==> src/rtl/preg_free_list.sv <==
// -----------------------------------------------------------------------------
// preg_free_list
//
// Rename-stage free list of physical register tags. It is a circular queue of
// DEPTH tags, one allocation and one release per cycle at most. The allocation
// head can be rolled back to a checkpointed pointer on a branch mispredict, so
// the list recovers together with the register file's ready-table restore.
//
// Pointers are {wrap, idx}. idx counts 0..DEPTH-1 and wrap toggles each lap, so
// DEPTH need not be a power of two.
//
// Ports
//   clk               clock
//   reset             synchronous active-low reset
//   alloc_req         rename requests one tag this cycle
//   alloc_valid       alloc_preg holds a usable tag (not empty, no mispredict)
//   alloc_preg        tag at the head of the list (combinational offer)
//   free_valid        commit releases a tag this cycle
//   free_preg         tag being released (p0 is ignored)
//   mispredict        branch mispredict recovery this cycle
//   checkpoint_valid  restore_head is valid
//   restore_head      checkpointed head pointer {wrap, idx}
//   head_snapshot     registered head pointer, saved into branch checkpoints
//   free_count        number of free tags, 0..DEPTH
//   empty             free_count == 0
//   overflow_err      sticky: a release was dropped because the list was full
// -----------------------------------------------------------------------------
module preg_free_list #(
  parameter int unsigned NUM_PREGS = 128,
  parameter int unsigned NUM_AREGS = 32,
  parameter int unsigned DEPTH     = NUM_PREGS - NUM_AREGS,
  localparam int unsigned TAG_W    = $clog2(NUM_PREGS),
  localparam int unsigned PTR_W    = TAG_W + 1,
  localparam int unsigned CNT_W    = $clog2(DEPTH + 1)
) (
  input  logic             clk,
  input  logic             reset,
  input  logic             alloc_req,
  output logic             alloc_valid,
  output logic [TAG_W-1:0] alloc_preg,
  input  logic             free_valid,
  input  logic [TAG_W-1:0] free_preg,
  input  logic             mispredict,
  input  logic             checkpoint_valid,
  input  logic [PTR_W-1:0] restore_head,
  output logic [PTR_W-1:0] head_snapshot,
  output logic [CNT_W-1:0] free_count,
  output logic             empty,
  output logic             overflow_err
);

  localparam logic [TAG_W-1:0] LAST_IDX = TAG_W'(DEPTH - 1);

  // ---------------------------------------------------------------------------
  // State
  // ---------------------------------------------------------------------------
  logic [TAG_W-1:0] entry_q [DEPTH];
  logic [PTR_W-1:0] head_q, head_d;
  logic [PTR_W-1:0] tail_q, tail_d;
  logic             overflow_q, overflow_d;

  // Pointer field views
  logic             head_wrap, tail_wrap;
  logic [TAG_W-1:0] head_idx, tail_idx;

  assign head_wrap = head_q[PTR_W-1];
  assign head_idx  = head_q[TAG_W-1:0];
  assign tail_wrap = tail_q[PTR_W-1];
  assign tail_idx  = tail_q[TAG_W-1:0];

  // Advance a {wrap, idx} pointer by one slot around a DEPTH-entry ring.
  function automatic logic [PTR_W-1:0] ptr_incr(input logic [PTR_W-1:0] ptr);
    logic [PTR_W-1:0] nxt;
    if (ptr[TAG_W-1:0] == LAST_IDX) begin
      nxt = {~ptr[PTR_W-1], {TAG_W{1'b0}}};
    end else begin
      nxt = {ptr[PTR_W-1], ptr[TAG_W-1:0] + TAG_W'(1)};
    end
    return nxt;
  endfunction

  // ---------------------------------------------------------------------------
  // Occupancy, all derived from the registered pointers
  // ---------------------------------------------------------------------------
  logic             full;
  logic [PTR_W-1:0] count_raw;

  assign empty = (head_q == tail_q);
  assign full  = (head_idx == tail_idx) && (head_wrap != tail_wrap);

  always_comb begin
    // Modular subtraction; adding DEPTH when the laps differ brings the result
    // back into 0..DEPTH.
    count_raw = {1'b0, tail_idx} - {1'b0, head_idx};
    if (head_wrap != tail_wrap) begin
      count_raw = count_raw + PTR_W'(DEPTH);
    end
  end

  assign free_count = count_raw[CNT_W-1:0];

  // ---------------------------------------------------------------------------
  // Allocation side
  // ---------------------------------------------------------------------------
  logic alloc_fire;

  assign alloc_preg    = entry_q[head_idx];
  assign alloc_valid   = !empty && !mispredict;
  assign alloc_fire    = alloc_req && alloc_valid;
  assign head_snapshot = head_q;

  always_comb begin
    head_d = head_q;
    if (mispredict) begin
      // Without a checkpoint the head simply holds; alloc_valid is already low.
      if (checkpoint_valid) begin
        head_d = restore_head;
      end
    end else if (alloc_fire) begin
      head_d = ptr_incr(head_q);
    end
  end

  // ---------------------------------------------------------------------------
  // Release side
  // ---------------------------------------------------------------------------
  logic free_live;
  logic free_accept;
  logic free_drop;

  // p0 is an architectural mapping and never returns to the list.
  assign free_live = free_valid && (free_preg != '0);

  // When full, a same-cycle allocation vacates the head slot, which is the
  // slot the tail writes. The head entry was already offered combinationally
  // this cycle, so overwriting it at the edge is safe.
  assign free_accept = free_live && (!full || alloc_fire);
  assign free_drop   = free_live && full && !alloc_fire;

  always_comb begin
    tail_d = tail_q;
    if (free_accept) begin
      tail_d = ptr_incr(tail_q);
    end
  end

  always_comb begin
    overflow_d = overflow_q;
    if (free_drop) begin
      overflow_d = 1'b1;
    end
  end

  assign overflow_err = overflow_q;

  // ---------------------------------------------------------------------------
  // Registers
  // ---------------------------------------------------------------------------
  always_ff @(posedge clk) begin
    if (!reset) begin
      head_q     <= '0;
      // Tail one full lap ahead of head: every non-architectural tag is free.
      tail_q     <= {1'b1, {TAG_W{1'b0}}};
      overflow_q <= 1'b0;
    end else begin
      head_q     <= head_d;
      tail_q     <= tail_d;
      overflow_q <= overflow_d;
    end
  end

  always_ff @(posedge clk) begin
    if (!reset) begin
      for (int i = 0; i < int'(DEPTH); i++) begin
        entry_q[i] <= TAG_W'(int'(NUM_AREGS) + i);
      end
    end else if (free_accept) begin
      entry_q[tail_idx] <= free_preg;
    end
  end

endmodule

==> config.mk <==
export PLATFORM = sky130hd
export DESIGN_NAME = preg_free_list
export DESIGN_NICKNAME = d
export VERILOG_FILES = /design/src/rtl/preg_free_list.sv
export SDC_FILE = /design/constraint.sdc
export NUM_CORES = 1
export LEC_CHECK = 0
export ABC_AREA = 1
export CORE_MARGIN = 10
export CORE_UTILIZATION = 24
export DETAILED_ROUTE_END_ITERATION = 7
export GPL_TIMING_DRIVEN = 0
export REMOVE_ABC_BUFFERS = 1
export SETUP_SLACK_MARGIN = 0.5
export SLEW_MARGIN = 20
export SYNTH_ARGS = -nofsm -noshare
export SYNTH_HDL_FRONTEND = slang
export SYNTH_SLANG_ARGS = --single-unit
==> constraint.sdc <==
create_clock -name clk -period 8.65 [get_ports clk]
set_clock_uncertainty 0.15 [all_clocks]
set_input_delay 2.1625 -clock clk [delete_from_list [all_inputs] [get_ports clk]]
set_output_delay 2.1625 -clock clk [all_outputs]
set_load 0.05 [all_outputs]
### After elaboration in Yosys (flattened, before gate mapping)

Memory sizes are Yosys's and may differ from the RTL's. A register that Yosys moved wholly into a read port is not among the register bits.
Index checks and enable logic that the tools add are counted.

* flip-flop bits (word level): 17
* RAM bits: 672
* input bits: 21
* output and inout port bits: 25
* word-level logic and storage cells: 52
* memories: 1

Memory list
* entry_q: depth 96, width 7, read ports 1, clocked after Yosys merged registers in 1, wr ports 96, RTL line 57 `logic [TAG_W-1:0] entry_q [DEPTH];`

* add/sub/neg operators: 4
* equal/unequal tests: 6
* mux-type cells: 15
* bitwise gates (word level): 2
* reduce and logical (&&, ||, !) cells: 19

Operators by type and width (number)
* 2-to-1 mux 7 bit: 6
* 2-to-1 mux 8 bit: 4
* adder 7 x 1 -> 7 bit, second input constant: 2
* equality test 7 bit, second input constant: 2
* equality test 8 bit: 1
* adder 7 bit, second input constant: 1
* equality test 7 bit: 1
* logical AND 1 bit: 7
* nonzero test 7 bit: 1
* OR reduction 7 bit: 1
* subtractor 7 bit: 1
* 2-to-1 mux 1 bit: 5
* zero test 1 bit: 4
* AND reduction 2 bit: 2
* nonzero test 2 bit: 2
* AND reduction 3 bit: 1
* != test 2 x 1 -> 1 bit, second input constant: 1
* inverter 1 bit: 2
* logical OR 1 bit: 1
* != test 1 bit: 1

### Depth between registers and ports, before layout

* word-level depth: 11
* depth in mapped cells: 14
* depth with buffers taken out: 12

### Worst setup path before layout

OpenSTA, ideal clock, no wires.

* path type: input to output
* from: input port mispredict
* to: output port alloc_valid
* arrival time: 2.845 ns
* required time: 6.338 ns
* setup slack: 3.493 ns
* cell stages on the path: 1
* buffers on the path: 0
* path through: nor2_1

* longest elaborated chain between the ends: 2

Ends and longest elaborated chain
* start: declaration: RTL line 43 `input logic mispredict,`
* zero test 1 bit: RTL line 108 `assign alloc_valid = !empty && !mispredict;`
* logical AND 1 bit: RTL line 108
* end: declaration: RTL line 39 `output logic alloc_valid,`

No other way between the ends.

==> key figures <==
Critical path
  • CP Launch Type: flip-flop
  • Setup CP Type: reg -> out
  • Worst path top cell family by delay: buffers and inverters
  • Worst EP arrival: 5460 ps
  • Worst path max stage delay: 590 ps
  • WP buf/inv: 8
  • Reg-to-Reg End: entry_q[82][6]
  • Highest-delay cell along the critical path: dlygate4sd2_1
  • Worst Path Required: 6340 ps
  • Worst r2r src: tail_q[0]
  • Most used cell, CP: nand2_1
  • Setup crit end kind: output port
  • R2R cell count: 10
  • Worst R2R Setup Slack: 4120 ps
  • Cell chain of the critical path: buf_16 > buf_16 > buf_16 > buf_12 > inv_8 > buf_16 > buf_16 > nand2_1 > nand3_1 > nand3_1 > nand3_1 > nand2_1 > nand2_1 > nand3_1 > nand2_1 > nand2_1 > nand2_1 > dlygate4sd2_1
  • Peak fanout along the critical path: 126

CTS
  • Hold_buf cts: 0
  • Clock-pin slew on the worst setup and hold paths: 60 ps
  • Clk_lat worst skew: 680 ps
  • CTS Buffer Depth: 3
  • TritonCTS Sinks: about 900
  • CTS tree: done
  • H-tree depth: 3
  • CTS Root Cell: clkbuf_16
  • CTS Buf Count: 95

Synthesis
  • Top-count cell post-synth: nand2_1
  • Post-synth EDFFs: ~900
  • Synth Instances: 4,291
  • Post-Syn Area per Cell: about 9.7 sq um
  • Ys Warns: 0
  • Post-synthesis mux area share: 0
  • Compound-Gate Fraction of Synth Area: 0.01045
  • Simple-gate share of the synthesized area: 0.2872
  • Top cell type's share of synthesized area: 0.6454
  • Post-Syn Area: 0.04169 sq mm
  • Synth cell types: 29
  • Asr flop ratio synth: 0
  • Post-synthesis xor/xnor area fraction: 0.002521
  • Yosys top cell by area: edfxtp_1
  • Synth Area in Adders: 0.002881
  • Post-synth top cells: 1,508 x nand2_1, 896 x edfxtp_1, 866 x nand3_1
  • Sequential element share of the synthesized area: 0.6570
  • Largest family of logic cells by synthesized area: simple AND/OR/NAND/NOR gates
  • Top_reg_cell synth: edfxtp_1
  • Top cells by area, synth: edfxtp_1 65%, nand2_1 14%, nand3_1 10%, clkbuf_1 2.6%, nor2_1 2.5%
  • Synth Register Bits: 920

Place
  • # port buffers: 45
  • DP HPWL: 70,750 microns
  • Placement Cell Area: around 0.045 sq mm
  • GP Congestion: 0.7979
  • Placed cell count: 6,359
  • Place WS: 1200 ps

Status
  • Status: completed

STA
  • Max-slew violation count: 0
  • Final Setup Violations: 0
  • Slew @ Worst Pin: roughly 1100 ps
  • Period utilisation layout: 0.8990
  • Final worst slack: 873.6 ps
  • Final hold vios: 0
  • Max_slew headroom: 0.2447
  • Max Freq: 0.1286 GHz
  • Hold_ws: 308.4 ps
  • Crit path time final: 7776 ps
  • RSZ-0062 raised after global routing: false

Floorplan
  • Die Wd: approximately 440 microns
  • Core area: 0.1721 sq mm
  • Site row count: 152
  • Chip height: 436.8 microns
  • Io pins: 46
  • Die area: 0.1908 sq mm
  • Starting density of the core: 0.2422

Pwr
  • Internal cell power: 7.433 mW
  • Switching Fraction: 0.2698
  • Clock share of power: 0.383
  • Sw power: 2.746 mW
  • Lkg Pwr: 16.18 nW
  • Power Density: ~210 mW/mm^2
  • Peak VDD IR: 0.1553 mV
  • Sequential power share: 0.490
  • Share of power burned in combinational logic: 0.127

Global route
  • Antenna violations before repair: 1
  • Largest net degree at the start of global routing: 130
  • Combined global-route utilization of all metal layers: 0.1161
  • Grt ovf: 0
  • Vias in the first global route: 29,740
  • First-pass GRT wire length: around 180,000 microns

Flow run
  • Max-capacitance violation count: 0

Cells and area
  • Layout cells sized above 1: 0.05122
  • Post-route insts no fill: 6,530
  • Final Net Count: 4,177
  • Design area: roughly 0.048 sq mm
  • Syn-to-layout area delta: 14.55%

Drt
  • Via Count: 30,700
  • DR WL/cell: 17.78 microns
  • DRT iter0 DRCs: ~3,000
  • Final WL: 116,100 microns
  • Post-DR vias/cell: 4.701
  • Post-route ant nets: 0
  • DRC Markers: 0
  • First drt pass iteration count: 6

Worst hold path
  • Min-Delay Path Depth: 2
  • Min-delay src: overflow_err
  • Hold WC Path Type: reg -> reg
  • Hold Crit Endpoint: overflow_err
through the flow:
stage / power [mW] / util / setup TNS, ps
final: 10.18 / 0.2775 / 0
after CTS: 10.22 / 0.2772 / 0
after detailed placement: 6.376 / 0.2606 / 0
after global routing: 10.50 / 0.2775 / 0
after global placement: 6.488 / 0.2543 / -8402070
after floorplan: 5.923 / - / -85340
power by group through the flow:
stage	Sequential (mW)	Combinational [mW]	Clock [mW]
after floorplan	5.13	0.790	0
after global placement	5.19	1.30	0
after detailed placement	5.08	1.30	0
after CTS	4.99	1.29	3.94
after global routing	4.99	1.41	4.10
final	4.99	1.30	3.90
placed cells by master (no fill, tap or decap), drive strengths merged, types with 24 or more instances in the layout:
master            n
inv             102
nand2          1510
edfxtp          896
nor2            280
nor3            157
clkinv           45
clkbuf          123
clkdlybuf4s50    30
buf              50
dfxtp            24
nand3           872
o21ai            67
per-layer routing:
layer	part of all wire	global-route usage	vias to the layer above
li1	-	-	14380
met1	0.42	0.1534	14990
met2	0.48	0.1939	1129
met3	0.067	0.01473	200
met4	0.036	0.04288	0
met5	0	0	-
flip-flops by register name (all words and copies together) (netlist names), named ones only:
signal and cells:
entry_q 896, head_snapshot 8, tail_q 8, overflow_err 1
repair_timing:
action                                  CTS  global route
gates cloned                              0             1
endpoints found under the setup margin    5             3
gates resized for setup                   5             2
setup buffers                             0             0
endpoints found under the hold margin     0             0
worst register-to-register path: cells and delay by family, from the launching register on:
family	cells	cell delay, ps
simple gates	5	1480
flops	1	550
fa+ha+maj	1	330
buf+inv	2	400
compound gates	2	1250
how the worst max path moves through the flow:
stage,startpoint,depth (start not counted),endpoint
2_1_floorplan,flip-flop,11,alloc_preg[0]
3_3_place_gp,flip-flop,12,alloc_preg[6]
3_5_place_dp,flip-flop,18,alloc_preg[4]
4_1_cts,flip-flop,18,alloc_preg[1]
5_1_grt,flip-flop,18,alloc_preg[4]
6_report,flip-flop,18,alloc_preg[3]
cell families after synthesis:
logic type,after synthesis
XOR/XNOR,12
AND/OR/NAND/NOR,2829
flip-flops,920
adder cells (fa/ha/maj),9
buffers and inverters,436
AO/OA/AOI/OAI,85
final cells by class:
cell class / instances / area (sq um)
Clock inverter: 45 / 362.8
Sequential cell: 920 / 27400
Inverter: 107 / 459.2
Tap cell: 2310 / 2890
Fill cell: 17880 / 124400
Antenna cell: 3 / 7.507
Multi-Input combinational cell: 2935 / 12710
Timing Repair Buffer: 88 / 1424
Clock buffer: 122 / 2500
No activity file was read; power rests on OpenSTA's default activity.
